==> config.mk <==
export PLATFORM = sky130hd
export DESIGN_NAME = rng_arbiter
export DESIGN_NICKNAME = d
export VERILOG_FILES = /design/src/rtl/rng_arbiter.sv
export SDC_FILE = /design/constraint.sdc
export NUM_CORES = 1
export LEC_CHECK = 0
export CORE_AREA = 3 3 151 153
export DETAILED_ROUTE_END_ITERATION = 7
export DIE_AREA = 0 0 154 156
export PLACE_DENSITY = 0.74
export SYNTH_ARGS = -nofsm -noshare
export SYNTH_HDL_FRONTEND = slang
export SYNTH_SLANG_ARGS = --single-unit
export TNS_END_PERCENT = 30
==> constraint.sdc <==
create_clock -name clk -period 4.2 [get_ports clk]
set_input_delay 0.63 -clock clk [delete_from_list [all_inputs] [get_ports clk]]
set_output_delay 0.63 -clock clk [all_outputs]
set_load 0.01 [all_outputs]
==> src/rtl/rng_arbiter.sv <==
// rtl/rng_arbiter.sv - prefetch FIFO and round-robin sharing of one MT19937 generator
module rng_arbiter #(
    parameter int NUM_REQ = 4,
    parameter int DEPTH   = 8,
    parameter int AW      = $clog2(DEPTH)
) (
    input  logic               clk,
    input  logic               rst,
    output logic               rng_start,
    input  logic               rng_valid,
    input  logic [31:0]        rng_data,
    input  logic [NUM_REQ-1:0] req,
    output logic [NUM_REQ-1:0] gnt,
    output logic [31:0]        rand_out,
    output logic               rand_valid,
    output logic [AW:0]        fill
);

    localparam int          RW   = (NUM_REQ > 1) ? $clog2(NUM_REQ) : 1;
    localparam logic [AW:0] FULL = (AW+1)'(DEPTH);

    typedef enum logic {
        ST_WAIT  = 1'b0,
        ST_BLANK = 1'b1
    } fetch_e;

    fetch_e             state_q;
    logic [31:0]        mem_q [DEPTH];
    logic [AW-1:0]      wr_ptr_q;
    logic [AW-1:0]      rd_ptr_q;
    logic [AW:0]        fill_q;
    logic [AW:0]        fill_d;
    logic [RW-1:0]      rr_q;
    logic [RW-1:0]      rr_d;
    logic [RW-1:0]      gidx_d;
    logic [RW-1:0]      cand;
    logic [NUM_REQ-1:0] gnt_q;
    logic [NUM_REQ-1:0] gnt_d;
    logic [31:0]        rand_out_q;
    logic               rand_valid_q;
    logic               rng_start_q;
    logic               found_d;
    logic               push_d;
    logic               pop_d;
    int                 scan_idx;

    // Round-robin scan starting at rr_q; grant only against occupancy before any same-edge push.
    always_comb begin
        found_d  = 1'b0;
        gidx_d   = '0;
        cand     = '0;
        scan_idx = 0;
        for (int i = 0; i < NUM_REQ; i++) begin
            scan_idx = int'(rr_q) + i;
            if (scan_idx >= NUM_REQ) begin
                scan_idx = scan_idx - NUM_REQ;
            end
            cand = RW'(scan_idx);
            if (!found_d && req[cand]) begin
                found_d = 1'b1;
                gidx_d  = cand;
            end
        end

        pop_d = found_d && (fill_q != '0);

        gnt_d = '0;
        if (pop_d) begin
            gnt_d[gidx_d] = 1'b1;
        end

        rr_d = rr_q;
        if (pop_d) begin
            rr_d = (gidx_d == RW'(NUM_REQ - 1)) ? '0 : gidx_d + 1'b1;
        end

        // A full FIFO leaves the word parked in the generator with valid still high.
        push_d = (state_q == ST_WAIT) && rng_valid && (fill_q != FULL);

        fill_d = fill_q;
        if (push_d && !pop_d) begin
            fill_d = fill_q + 1'b1;
        end else if (!push_d && pop_d) begin
            fill_d = fill_q - 1'b1;
        end
    end

    always_ff @(posedge clk) begin
        if (push_d) begin
            mem_q[wr_ptr_q] <= rng_data;
        end
    end

    always_ff @(posedge clk or posedge rst) begin
        if (rst) begin
            state_q      <= ST_WAIT;
            wr_ptr_q     <= '0;
            rd_ptr_q     <= '0;
            fill_q       <= '0;
            rr_q         <= '0;
            gnt_q        <= '0;
            rand_out_q   <= '0;
            rand_valid_q <= 1'b0;
            rng_start_q  <= 1'b0;
        end else begin
            // BLANK covers the edge where the generator still shows the old valid.
            case (state_q)
                ST_WAIT:  state_q <= push_d ? ST_BLANK : ST_WAIT;
                ST_BLANK: state_q <= ST_WAIT;
                default:  state_q <= ST_WAIT;
            endcase
            rng_start_q <= push_d;
            if (push_d) begin
                wr_ptr_q <= wr_ptr_q + 1'b1;
            end
            if (pop_d) begin
                rd_ptr_q   <= rd_ptr_q + 1'b1;
                rand_out_q <= mem_q[rd_ptr_q];
            end
            fill_q       <= fill_d;
            rr_q         <= rr_d;
            gnt_q        <= gnt_d;
            rand_valid_q <= pop_d;
        end
    end

    assign rng_start  = rng_start_q;
    assign gnt        = gnt_q;
    assign rand_out   = rand_out_q;
    assign rand_valid = rand_valid_q;
    assign fill       = fill_q;

endmodule
* Word level (Yosys, flattened, before mapping)
Memories as Yosys holds them, arrays and structs flattened. A register that Yosys moved wholly into a read port is not among the register bits.
Index checks and enable logic that the tools add are counted.
** Word-level totals
- Latch bits :: 0
- Logic and storage cells :: 79
- Register bits :: 19
- Memory bits (read-only) :: 0
- Input port bits :: 39
- Memories :: 1
- Memory bits (writable) :: 256
- Output and inout port bits :: 42
** Memories
- mem_q :: words 8, bits a word 32, read ports 1, clocked after memory_dff 1, wr ports 1, RTL line 28 : logic [31:0] mem_q [DEPTH];
** Operators by class
- Divide/modulo/power cells :: 0
- Eq/ne operators :: 2
- Shift operators :: 0
- Reduce and logical (&&, ||, !) cells :: 16
- Magnitude comparators :: 10
- Add/sub/neg operators :: 12
- Mux-type cells :: 29
- Bitwise operators :: 1
- Multiply operators :: 0
** Operators by type and width (number)
- 2-bit two-way mux :: 9
- 2-bit by 3-bit < comparator with 1-bit output (second input constant) :: 5
- 4-bit two-way mux :: 3
- 1-bit two-way mux :: 11
- 3-bit greater-or-equal comparator (second input constant) :: 3
- 1-bit logical AND :: 9
- 1-bit binary-select mux with 2-bit select :: 4
- 2-bit by 1-bit subtractor with 2-bit output (second input constant) :: 4
- 2-bit by 2-bit adder with 3-bit output (second input constant) :: 2
- 3-bit by 1-bit adder with 3-bit output (second input constant) :: 2
- 1-bit logical NOT :: 5
- 4-bit by 1-bit adder with 4-bit output (second input constant) :: 1
- 4-bit != test (second input constant) :: 1
- 4-bit nonzero test :: 1
- 4-bit by 1-bit subtractor with 4-bit output (second input constant) :: 1
- 2-bit by 1-bit adder with 3-bit output (second input constant) :: 1
- 2-bit by 3-bit greater-or-equal comparator with 1-bit output (second input constant) :: 1
- 2-bit by 1-bit adder with 2-bit output (second input constant) :: 1
- 1-bit demux with 2-bit select :: 1
- 2-bit == test (second input constant) :: 1
- 2-bit by 1-bit greater-or-equal comparator with 1-bit output (second input constant) :: 1
- 1-bit case mux with 2 select lines :: 1
- 2-bit nonzero test :: 1
- 1-bit NOT :: 1

* Depth between registers and ports, before layout
Gate-level depths: netlist of the first run.
- Depth after elaboration :: 19
- Gate-level depth with buffers :: 11
- Mapped depth without buffers :: 10

* Worst setup path before layout of the first run
OpenSTA, ideal clock, no wires.
- Path type :: input to register
- Start point :: input rng_valid
- End point :: memory mem_q[0][0], enable pin
- Path buffers :: 0
- Stages :: 4
- Required time :: 3739 ps
- Slack :: 295 ps
- Arrival :: 3444 ps
- Library setup time :: 461 ps
- Cell sequence :: nand2b_1 -> a21oi_1 -> nand2b_1 -> nor3_1
** Between the ends
- Longest elaborated chain between the ends :: 4
** Ends and longest elaborated chain
- start, declared :: RTL line 10 : input logic rng_valid,
- 1-bit logical AND (2 in series) :: RTL line 78 : push_d = (state_q == ST_WAIT) && rng_valid && (fill_q != FULL);
- via push_d :: RTL line 43 : logic push_d;
- 1-bit two-way mux :: RTL line 89 : if (push_d) begin
- 1-bit two-way mux (implied by the code) :: RTL line 90 : mem_q[wr_ptr_q] <= rng_data;
- end, declared :: RTL line 28
The timed path passes the listed nets, and every way through them passes these cells.

* Worst setup path after layout of the first run
- Start point :: register fill_q[0], in the netlist fill[0]
- End point :: register fill_q[3], in the netlist fill[3]
** Between the ends
- Longest elaborated chain between the ends :: 5
- Elaborated cells between the ends (all ways) :: 13
- Classes of those cells :: add/sub: 2; eq/ne: 1; mux: 2; reduce/logical: 8
** Ends and longest elaborated chain
- start, declared :: RTL line 31 : logic [AW:0] fill_q;
- start signal, assigned :: RTL line 120 : fill_q <= fill_d;
- 4-bit != test (*) :: RTL line 78
- 1-bit logical AND (*) :: RTL line 78
- via push_d :: RTL line 43
- 1-bit logical NOT :: RTL line 83 : end else if (!push_d && pop_d) begin
- 1-bit logical AND :: RTL line 83
- 2-bit nonzero test (no source line)
The timed path passes the listed nets; every way through them passes the cells marked *. The select of a mux whose other input is x is not followed.
A chain may end at the register's enable or synchronous reset.

==> results.md, run 1 <==
- Result of the run: finished clean
- Area growth from synthesis to final layout: 18.3%
- Routed WL: 21400 um
- Final Skew: 0.00683 ns
- Post-route cell area: 13900 sq um
- Chip width: 154 um
- Number of library cell types mapped by synthesis: 32
- Last weighted congestion value of the routability-driven placer: 0.740
- Number of sinks driven by the clock tree: 307
- Largest driver fanout on the critical path: 7
- End point of the critical path: fill[3]$_DFFE_PP0P_
- Per-cell via count in the routed design: 5.72
- Detailed Route Iter0 Violations: 415
- Final Critical Period: 2.86 ns
- Cell area after technology mapping: 11700 sq um
- Clock latency on the worst-skew pair: 0.54 ns
- Share of final-layout standard cells stronger than drive strength 1: 20.9%
- Number of violations of the max-capacitance limit: 0
- Final Hold Violating Endpoints: 0
- Initial standard-cell utilization of the core: 54.1%
- Placeable core region: 21700 sq um
- Period utilisation layout: 68.2%
- Pin count of the biggest net entering global routing: 74
- CP Launch Type: register
- Terminus of the critical flop-to-flop path: fill[3]$_DFFE_PP0P_
- Port-buffer cells: 80
- Master cell of the clock root buffer: sky130_fd_sc_hd__clkbuf_16
- Slew margin rel.: 22.9%
- Cell area after placement: 12900 sq um
- Peak ir drop on the vdd network: 0.430 mV
- Endpoint arrival time on the critical path: 3.27 ns
- Proportion of synthesized chip area in sequential cells: 76.3%
- Power per unit of standard cell area: 688 nW/um^2
- Depth of the CTS H-tree: 1
- Grt ovf: 0
- Clock Tree Buf Depth: 3
- Clock buffer count from CTS: 30
- Total GRT Usage: 18.3%
- Antenna Diode Count: 0
- Setup Total Neg Slack: 0 ns
- TritonCTS clock tree: done
- Router iterations before antenna repair: 4
- Yosys warning total: 0
- Top cells by count, synth: sky130_fd_sc_hd__edfxtp_1, sky130_fd_sc_hd__mux4_2, sky130_fd_sc_hd__dfrtp_1
- Post-synth EDFFs: 256
- Worst Setup End Kind: register
- Depth of the worst register-to-register path: 8
- Placement row count: 54
- Hold-fix buffer count after cts: 0
- Post-DR wirelength/cell: 21.9 um
- Synth async-reset ratio: 16.6%
- Startpoint of the worst register-to-register path: fill[0]$_DFFE_PP0P_
- Startpoint of the worst setup timing path: fill[0]$_DFFE_PP0P_
- Post-cts repair resize count: 0
- Path category of the worst min-delay check: primary input to asynchronous set/reset pin
- Startpoint-to-endpoint class of the critical path: register to register
- R2R setup slack: 1.34 ns
- Leading cell type by number of instances after synthesis: sky130_fd_sc_hd__edfxtp_1
- RSZ-0062 raised after global routing: no
- Count of unresolved DRC violations after routing: 0
- Dpl hpwl: 13100 um
- Vias post-DR: 5588
- Number of flip-flops and latches in the synthesized netlist: 307
- Fraction of synthesized cell area taken by the top area cell type: 65.5%
- Leakage power summed over all cells: 4.77 nW
- Net count after synthesis: 619
- I/O pin total: 81
- Vertical extent of the die: 156 um
- Global-route wire length before repair: 34500 um
- FMAX: 349 MHz
- Synthesized netlist cell count: 570
- Post-CTS repair timing setup buffer count: 0
- Setup violation total in the final timing report: 0
- Antenna violations before repair: 0
- Transition time of the tightest slew-check pin: 1.16 ns
- Dominant register cell in the synthesized netlist: sky130_fd_sc_hd__edfxtp_1
- Final Max Slew Viols: 0
- Die outline area: 24000 sq um
- Mean Syn Cell Area: 20.6 sq um
- Final net count: 722
- Dominant cells by area after synthesis: sky130_fd_sc_hd__edfxtp_1, sky130_fd_sc_hd__mux4_2, sky130_fd_sc_hd__dfrtp_1
- DRT antenna net count: 0
- Clock transition at the registers of the reported paths: 0.06 ns
- Req. time, crit path: 4.61 ns
- Via count of the first global-routing pass: 6072
- Cell accounting for the most synthesized area: sky130_fd_sc_hd__edfxtp_1
## worst max-delay path, cell delays in order, from the launching register on
cell and delay [ns]:
sky130_fd_sc_hd__dfrtp_1 0.50, sky130_fd_sc_hd__nor3_1 0.11, sky130_fd_sc_hd__a21oi_1 0.57, sky130_fd_sc_hd__ha_1 0.37, sky130_fd_sc_hd__inv_1 0.14, sky130_fd_sc_hd__ha_1 0.30
sky130_fd_sc_hd__a21o_1 0.20, sky130_fd_sc_hd__a2111oi_0 0.40, sky130_fd_sc_hd__o31ai_1 0.15
## layout make-up
type | instances | area [sq um]
multi-input cells | 230 | 2630
clock inverters | 14 | 118
flip-flops and latches | 307 | 8970
fillers | 1445 | 7800
inverters | 6 | 22.5
well taps | 280 | 350
repair buffers | 98 | 936
clock buffers | 42 | 867
## flip-flops by register name (all words and copies together), names as in the netlist
name        flops
fill            4
gnt             4
mem_q         256
rand_out       32
rand_valid      1
rd_ptr_q        3
rng_start       1
rr_q            2
state_q         1
wr_ptr_q        3
## cells in the final DEF, fill, tap and decap left out, drive strengths merged, types with 8 or more instances in the layout
master,count
clkdlybuf4s50,80
edfxtp,256
clkbuf,42
mux2i,34
ha,9
dfrtp,51
buf,18
clkinv,11
nor2,40
mux4,64
a21oi,38
nand2,8
## worst min path at each step
stage          slack [ns]                  end
6_report             0.48  fill[0]$_DFFE_PP0P_
4_1_cts              0.49    state_q$_DFF_PP0_
3_3_place_gp         0.50    state_q$_DFF_PP0_
3_5_place_dp         0.51    state_q$_DFF_PP0_
5_1_grt              0.53    state_q$_DFF_PP0_
2_1_floorplan        0.48    state_q$_DFF_PP0_
## per-stage QoR
step | total power [mW] | util [%] | hold WS (ns) | cells | worst slack [ns]
3_5_place_dp | 7.03 | 59.5 | 0.507 | 921 | 0.801
4_1_cts | 9.67 | 64.0 | 0.487 | 977 | 1.33
2_1_floorplan | 6.07 | - | 0.478 | 570 | 0.295
3_3_place_gp | 6.95 | 59.5 | 0.499 | 921 | 0.815
5_1_grt | 10.0 | 64.0 | 0.534 | 977 | 1.07
6_report | 9.55 | 64.0 | 0.480 | 977 | 1.34
## power breakdown
part / internal [mW] / switching [mW] / total, mW
sequential: 3.86 / 0.506 / 4.36
combinational: 1.44 / 1.13 / 2.58
clock: 1.55 / 1.07 / 2.62
## cell families (layout without fill, tap and decap cells)
group	Yosys count	count (layout)	share of synthesized area, %
muxes	102	102	15.6
DFF	307	307	76.3
xor gates and xnor gates	6	6	0.448
AOI/OAI and AO/OA	47	47	2.29
adders and majority gates	10	10	1.13
buffers and inverters	33	160	1.77
and+or+nand+nor	65	65	2.41
## metal layers
layer  wire, um  vias to the layer above  GRT usage, %
met5          0                        -             0
met1       8990                     2936          25.0
met2      11100                      127          31.8
met4        433                        0          4.12
li1           -                     2488             -
met3        861                       37          2.55
No activity file was read; power rests on OpenSTA's default activity.
==> inputs of run 2 (changes only) <==
- CORE_AREA: 3 3 151 153 -> 3 3 153 155
- DIE_AREA: 0 0 154 156 -> 0 0 156 158
- PLACE_DENSITY: 0.74 -> 0.75
- clock period: 4.2 -> 2.6 ns (I/O delays scaled with it)
==> run 2 against run 1 <==
  * Clock-buffer cell count increased by 3
  * Clock skew rose by 0.013 ns
  * Largest cell class unchanged
  * Cell count grew 2.4%
  * Critical path type unchanged
  * Highest routed layer unchanged
  * Combinational power grew 83%
  * Critical endpoint unchanged
==> results.md, run 2 (synthesis gave the netlist of run 1 again) <==
- Result of the run: finished clean
- Worst setup margin: 0.0892 ns (-1.25 ns)
- Commonest non-fill, non-tap cells in the layout: sky130_fd_sc_hd__edfxtp_1, sky130_fd_sc_hd__clkdlybuf4s50_1, sky130_fd_sc_hd__mux4_2, sky130_fd_sc_hd__dfrtp_1, sky130_fd_sc_hd__a21oi_1
- Final Hold Violating Endpoints: 0 (unchanged)
- Chip width: 156 um (+1.3%)
- Router iterations before antenna repair: 4 (unchanged)
- Pin count of the biggest net entering global routing: 74 (unchanged)
- Dominant delay contributor by cell family on the critical path: compound AO/OA/AOI/OAI gates
- Dpl hpwl: 13700 um (+4.6%)
- Clock Tree Buf Depth: 3 (unchanged)
- Initial standard-cell utilization of the core: 53.5% (-0.67 points)
- Most common library cell in the layout ignoring fill and taps: sky130_fd_sc_hd__edfxtp_1
- Final net count: 745 (+3.2%)
- Path category of the worst min-delay check: primary input to asynchronous set/reset pin
- Post-Place Worst Slack: -0.208 ns (-1.01 ns)
- Top reg by flops: mem_q
- Post-cts repair resize count: 0 (unchanged)
- Count of unresolved DRC violations after routing: 0 (unchanged)
- Detailed Route Iter0 Violations: 408 (-1.7%)
- Vertical extent of the die: 158 um (+1.3%)
- Stage delay of the slowest cell on the critical path: 0.55 ns (-0.02 ns)
- Last weighted congestion value of the routability-driven placer: 0.802 (+8.3%)
- Master cell of the clock root buffer: sky130_fd_sc_hd__clkbuf_16
- Endpoint arrival time on the critical path: 2.93 ns (-0.34 ns)
- Final cell count without fillers: 1000 (+2.4%)
- Setup violation total in the final timing report: 0 (unchanged)
- Area growth from synthesis to final layout: 21.2%
- Req. time, crit path: 3.02 ns (-1.59 ns)
- Setup Total Neg Slack: 0 ns (unchanged)
- Vias post-DR: 5715 (+2.3%)
- Final core occ: 64.8% (+0.74 points)
- CP Launch Type: register
- Antenna Diode Count: 0 (unchanged)
- Final Critical Period: 2.51 ns (-0.354 ns)
- Routed WL: 22700 um (+5.8%)
- Number of placed cells counting well taps: 943 (+2.4%)
- Global-route wire length before repair: 35000 um (+1.7%)
- Per-cell via count in the routed design: 5.72 (about the same)
- Port-buffer cells: 80 (unchanged)
- TritonCTS clock tree: done
- I/O pin total: 81 (unchanged)
- Clock latency on the worst-skew pair: 0.55 ns (about the same)
- Grt ovf: 0 (unchanged)
- Clock buffer count from CTS: 31 (+3.3%)
- Depth of the CTS H-tree: 1 (unchanged)
- Die outline area: 24600 sq um (+2.6%)
- Flip-flop count of the largest register, all copies and words added: 256 (unchanged)
- Peak ir drop on the vdd network: 0.535 mV (+25%)
- Final Max Slew Viols: 0 (unchanged)
- Power per unit of standard cell area: 1110 nW/um^2 (+61%)
- Transition time of the tightest slew-check pin: 0.774 ns (-0.383 ns)
- Final Skew: 0.0194 ns (+0.0126 ns)
- DRT antenna net count: 0 (unchanged)
- Share of final-layout standard cells stronger than drive strength 1: 23.9% (+2.9 points)
- Post-CTS repair timing setup buffer count: 0 (unchanged)
- Clock transition at the registers of the reported paths: 0.06 ns (about the same)
- Total GRT Usage: 18.6% (+0.38 points)
- Period utilisation layout: 96.6% (+28 points)
- Placeable core region: 22000 sq um (+1.2%)
- Cell Chain, Critical Path: or4_4, o41a_4, inv_1, ha_1, inv_1, buf_4, ha_1, a2111oi_2, o31ai_1
- Slew margin rel.: 48.4% (+26 points)
- Hold-fix buffer count after cts: 0 (unchanged)
- Worst-path cell with the longest stage delay: sky130_fd_sc_hd__or4_4
- Antenna violations before repair: 0 (unchanged)
- Fin Hold WS: 0.237 ns (-0.242 ns)
- Leakage power summed over all cells: 4.93 nW (+3.3%)
- Placement row count: 54 (unchanged)
- Largest driver fanout on the critical path: 4 (-3)
- Via count of the first global-routing pass: 6019 (-0.87%)
- Worst Setup End Kind: register
- Number of sinks driven by the clock tree: 307 (unchanged)
- FMAX: 398 MHz (+14%)
- Post-DR wirelength/cell: 22.7 um (+3.4%)
- Number of violations of the max-capacitance limit: 0 (unchanged)
- Startpoint-to-endpoint class of the critical path: register to register
- CP bufs+invs: 3 (+2)
run 2: cell count changes in the layout (fill, tap and decap cells not counted), sizes merged:
cell,delta
buf,+22
clkbuf,+3
bufinv,-1
clkinv,-1
run 2: metal layers:
layer / GRT usage (%) / wire length (um) / vias to the layer above / share of wire, %
met4: 4.29 / 330 / 0 / 1.5
li1: - / - / 2527 / -
met3: 2.87 / 1190 / 29 / 5.3
met1: 25.0 / 9340 / 3006 / 41
met2: 32.7 / 11800 / 153 / 52
met5: 0 / 0 / - / 0
run 2: area by class of cell:
cell class                      instances  area, sq um
Clock buffer                           45          898
Clock inverter                         12         85.1
Fill cell                            1435         7730
Inverter                                6         22.5
Multi-Input combinational cell        230         2650
Sequential cell                       307         8970
Tap cell                              280          350
Timing Repair Buffer                  120         1250
run 2: stage by stage:
step	instance area, sq um	power [mW]
finish	14200	15.8
global route	14200	16.5
CTS	14200	16.0
detailed placement	13200	11.7
global placement	13200	11.5
floorplan	11800	9.81
run 2: power by group:
group          total (mW)  switching (mW)  internal, mW
clock                4.22            1.74          2.48
combinational        4.71            2.14          2.57
sequential           6.86           0.629          6.23
run 2: worst register-to-register path: stages (launching register included):
cell	delay (ns)
sky130_fd_sc_hd__dfrtp_1	0.38
sky130_fd_sc_hd__or4_4	0.55
sky130_fd_sc_hd__o41a_4	0.13
sky130_fd_sc_hd__inv_1	0.08
sky130_fd_sc_hd__ha_1	0.17
sky130_fd_sc_hd__inv_1	0.07
sky130_fd_sc_hd__buf_4	0.15
sky130_fd_sc_hd__ha_1	0.34
sky130_fd_sc_hd__a2111oi_2	0.39
sky130_fd_sc_hd__o31ai_1	0.13
run 2: path summary, 6_finish.rpt:
path	endpoint	startpoint	cells past startpoint	slack, ns
setup / recovery	fill[3]$_DFFE_PP0P_	fill[1]$_DFFE_PP0P_	9	0.09
min in group clk	state_q$_DFF_PP0_	rng_valid	3	0.41
max in group asynchronous	rd_ptr_q[1]$_DFFE_PP0N_	rst	3	1.74
hold / removal	state_q$_DFF_PP0_	rst	2	0.24
hold reg to reg	state_q$_DFF_PP0_	state_q$_DFF_PP0_	2	0.52
setup reg to reg	fill[3]$_DFFE_PP0P_	fill[1]$_DFFE_PP0P_	9	0.09
==> inputs of run 3 (changes only) <==
- REMOVE_ABC_BUFFERS: not set -> 1
==> run 3 against run 2 <==
  * Clock-buffer cell count grew 2
  * Register-to-register slack improved by 0.09 ns
  * Power shrank 0.46%
  * Wire length shrank 3.4%
  * Sequential power down 1%
  * First-iteration DRC count shrank 7.4%
  * Via count decreased by 1.7%
  * Combinational power grew 3%
  * Sequential share of layout area about the same
  * Non-clock buffer count rose by 1
  * Cell count unchanged
  * Cell area about the same
  * Critical path type unchanged
  * Largest power group unchanged
==> results.md, run 3 (synthesis gave the netlist of run 1 again) <==
- Result of the run: finished clean
- Clock latency on the worst-skew pair: 0.54 ns (about the same)
- Clock transition at the registers of the reported paths: 0.06 ns (about the same)
- Endpoint arrival time on the critical path: 2.85 ns (-0.08 ns)
- Vias post-DR: 5619 (-1.7%)
- Transition time of the tightest slew-check pin: 0.811 ns (+0.0372 ns)
- End point of the critical path: fill[3]$_DFFE_PP0P_
- Die outline area: 24600 sq um (unchanged)
- Setup Total Neg Slack: 0 ns (unchanged)
- Depth of the worst register-to-register path: 11 (+2)
- Leakage power summed over all cells: 4.90 nW (-0.55%)
- Clock buffer count from CTS: 30 (-3.2%)
- Detailed Route Iter0 Violations: 378 (-7.4%)
- FMAX: 413 MHz (+3.6%)
- Antenna Diode Count: 0 (unchanged)
- Cell area after placement: 13200 sq um (about the same)
- R2R setup slack: 0.18 ns (+0.09 ns)
- Most common library cell in the layout ignoring fill and taps: sky130_fd_sc_hd__edfxtp_1
- Post-route cell area: 14200 sq um (about the same)
- Router iterations before antenna repair: 4 (unchanged)
- DRT antenna net count: 0 (unchanged)
- Placement row count: 54 (unchanged)
- Chip width: 156 um (unchanged)
- Final net count: 745 (unchanged)
- Placeable core region: 22000 sq um (unchanged)
- Cell Chain, Critical Path: or4_4, o41a_4, inv_4, ha_4, inv_1, ha_4, a21o_1, buf_4, nand2_1, nor3_1, o31ai_1
- Final Max Slew Viols: 0 (unchanged)
- Setup violation total in the final timing report: 0 (unchanged)
- Startpoint of the worst setup timing path: fill[2]$_DFFE_PP0P_
- Per-cell via count in the routed design: 5.62 (-1.7%)
- Initial standard-cell utilization of the core: 53.5% (unchanged)
- Master cell of the clock root buffer: sky130_fd_sc_hd__clkbuf_16
- Final Skew: 0.0151 ns (-0.00429 ns)
- Final cell count without fillers: 1000 (unchanged)
- Path category of the worst min-delay check: primary input to asynchronous set/reset pin
- Share of final-layout standard cells stronger than drive strength 1: 23.9% (unchanged)
- Final Power: 15.7 mW (-0.46%)
- TritonCTS clock tree: done
- Final core occ: 64.8% (about the same)
- Number of sinks driven by the clock tree: 307 (unchanged)
- Global-route wire length before repair: 34700 um (-0.85%)
- Flip-flop count of the largest register, all copies and words added: 256 (unchanged)
- Post-Place Worst Slack: -0.316 ns (-0.108 ns)
- Antenna violations before repair: 0 (unchanged)
- Routed WL: 21900 um (-3.4%)
- CP Launch Type: register
- CP bufs+invs: 3 (unchanged)
- CP most frequent cell: sky130_fd_sc_hd__ha_4
- Slew margin rel.: 46.0% (-2.5 points)
- Stage delay of the slowest cell on the critical path: 0.56 ns (about the same)
- Period utilisation layout: 93.2% (-3.4 points)
- Last weighted congestion value of the routability-driven placer: 0.755 (-5.9%)
- Top reg by flops: mem_q
- Final Critical Period: 2.42 ns (-0.0872 ns)
- Dpl hpwl: 12900 um (-5.5%)
- Largest driver fanout on the critical path: 4 (unchanged)
- Grt ovf: 0 (unchanged)
- I/O pin total: 81 (unchanged)
- Post-DR wirelength/cell: 21.9 um (-3.4%)
- Area growth from synthesis to final layout: 21.2% (about the same)
- RSZ-0062 raised after global routing: no
- Worst setup margin: 0.176 ns (+0.0872 ns)
- Depth of the CTS H-tree: 1 (unchanged)
- Count of unresolved DRC violations after routing: 0 (unchanged)
- Number of placed cells counting well taps: 943 (unchanged)
- Total GRT Usage: 18.4% (-0.27 points)
- Terminus of the critical flop-to-flop path: fill[3]$_DFFE_PP0P_
- Pin count of the biggest net entering global routing: 74 (unchanged)
- Commonest non-fill, non-tap cells in the layout: sky130_fd_sc_hd__edfxtp_1, sky130_fd_sc_hd__clkdlybuf4s50_1, sky130_fd_sc_hd__mux4_2, sky130_fd_sc_hd__dfrtp_1, sky130_fd_sc_hd__a21oi_1
- Worst Setup End Kind: register
- Peak ir drop on the vdd network: 0.719 mV (+34%)
- Power per unit of standard cell area: 1100 nW/um^2 (-0.51%)
- Vertical extent of the die: 158 um (unchanged)
- Path length in cells of the critical path: 11 (+2)
- Final Hold Violating Endpoints: 0 (unchanged)
- Startpoint-to-endpoint class of the critical path: register to register
- Via count of the first global-routing pass: 6036 (+0.28%)
- Startpoint of the worst register-to-register path: fill[2]$_DFFE_PP0P_
- Fin Hold WS: 0.194 ns (-0.0429 ns)
- Number of violations of the max-capacitance limit: 0 (unchanged)
- Req. time, crit path: 3.02 ns (about the same)
- Dominant delay contributor by cell family on the critical path: simple AND/OR/NAND/NOR gates
- Worst-path cell with the longest stage delay: sky130_fd_sc_hd__or4_4
- Port-buffer cells: 80 (unchanged)
- Clock Tree Buf Depth: 3 (unchanged)
-- run 3: worst min-delay path by stage --
stage | cells after the start | end | slack, ns | startpoint
final | 2 | rand_valid$_DFF_PP0_ | 0.19 | rst
after global placement | 2 | state_q$_DFF_PP0_ | 0.50 | state_q$_DFF_PP0_
after CTS | 2 | rand_out[12]$_DFFE_PP0N_ | 0.19 | rst
after floorplan | 2 | state_q$_DFF_PP0_ | 0.48 | state_q$_DFF_PP0_
after detailed placement | 2 | rand_out[30]$_DFFE_PP0N_ | 0.52 | rand_out[30]$_DFFE_PP0N_
after global routing | 2 | rand_out[12]$_DFFE_PP0N_ | 0.21 | rst
-- run 3: power by group --
part           internal [mW]  switching [mW]
clock network           2.40            1.68
logic                   2.64            2.21
registers               6.23           0.552
-- run 3: cell type report --
type                       instances  area (sq um)
multi-input combinational        230          2670
fill                            1446          7720
timing repair buffer             121          1260
inverter                           6          25.0
tap                              280           350
clock buffer                      47           875
sequential                       307          8970
clock inverter                     9          81.3
-- run 3: worst reg2reg max path, cell delays in order (launching register included) --
cell                      delay (ns)
sky130_fd_sc_hd__dfrtp_1        0.38
sky130_fd_sc_hd__or4_4          0.56
sky130_fd_sc_hd__o41a_4         0.14
sky130_fd_sc_hd__inv_4          0.07
sky130_fd_sc_hd__ha_4           0.15
sky130_fd_sc_hd__inv_1          0.09
sky130_fd_sc_hd__ha_4           0.22
sky130_fd_sc_hd__a21o_1         0.20
sky130_fd_sc_hd__buf_4          0.14
sky130_fd_sc_hd__nand2_1        0.06
sky130_fd_sc_hd__nor3_1         0.05
sky130_fd_sc_hd__o31ai_1        0.27
-- run 3: what timing repair did --
| action | 4_1_cts | 5_1_grt |
|---|---|---|
| pin swaps | 0 | 3 |
| hold buffers | 0 | 0 |
| cloned | 0 | 0 |
| setup buffers | 0 | 1 |
| setup endpoints to repair | 1 | 1 |
| hold endpoints to repair | 0 | 0 |
| resized for setup | 3 | 6 |
-- run 3: routing by layer --
metal / GRT usage [%] / share of wire [%] / up-vias
li1: - / - / 2538
met1: 24.6 / 41 / 2890
met2: 32.2 / 52 / 160
met3: 3.69 / 6.1 / 31
met4: 3.24 / 1.4 / 0
met5: 0 / 0 / -
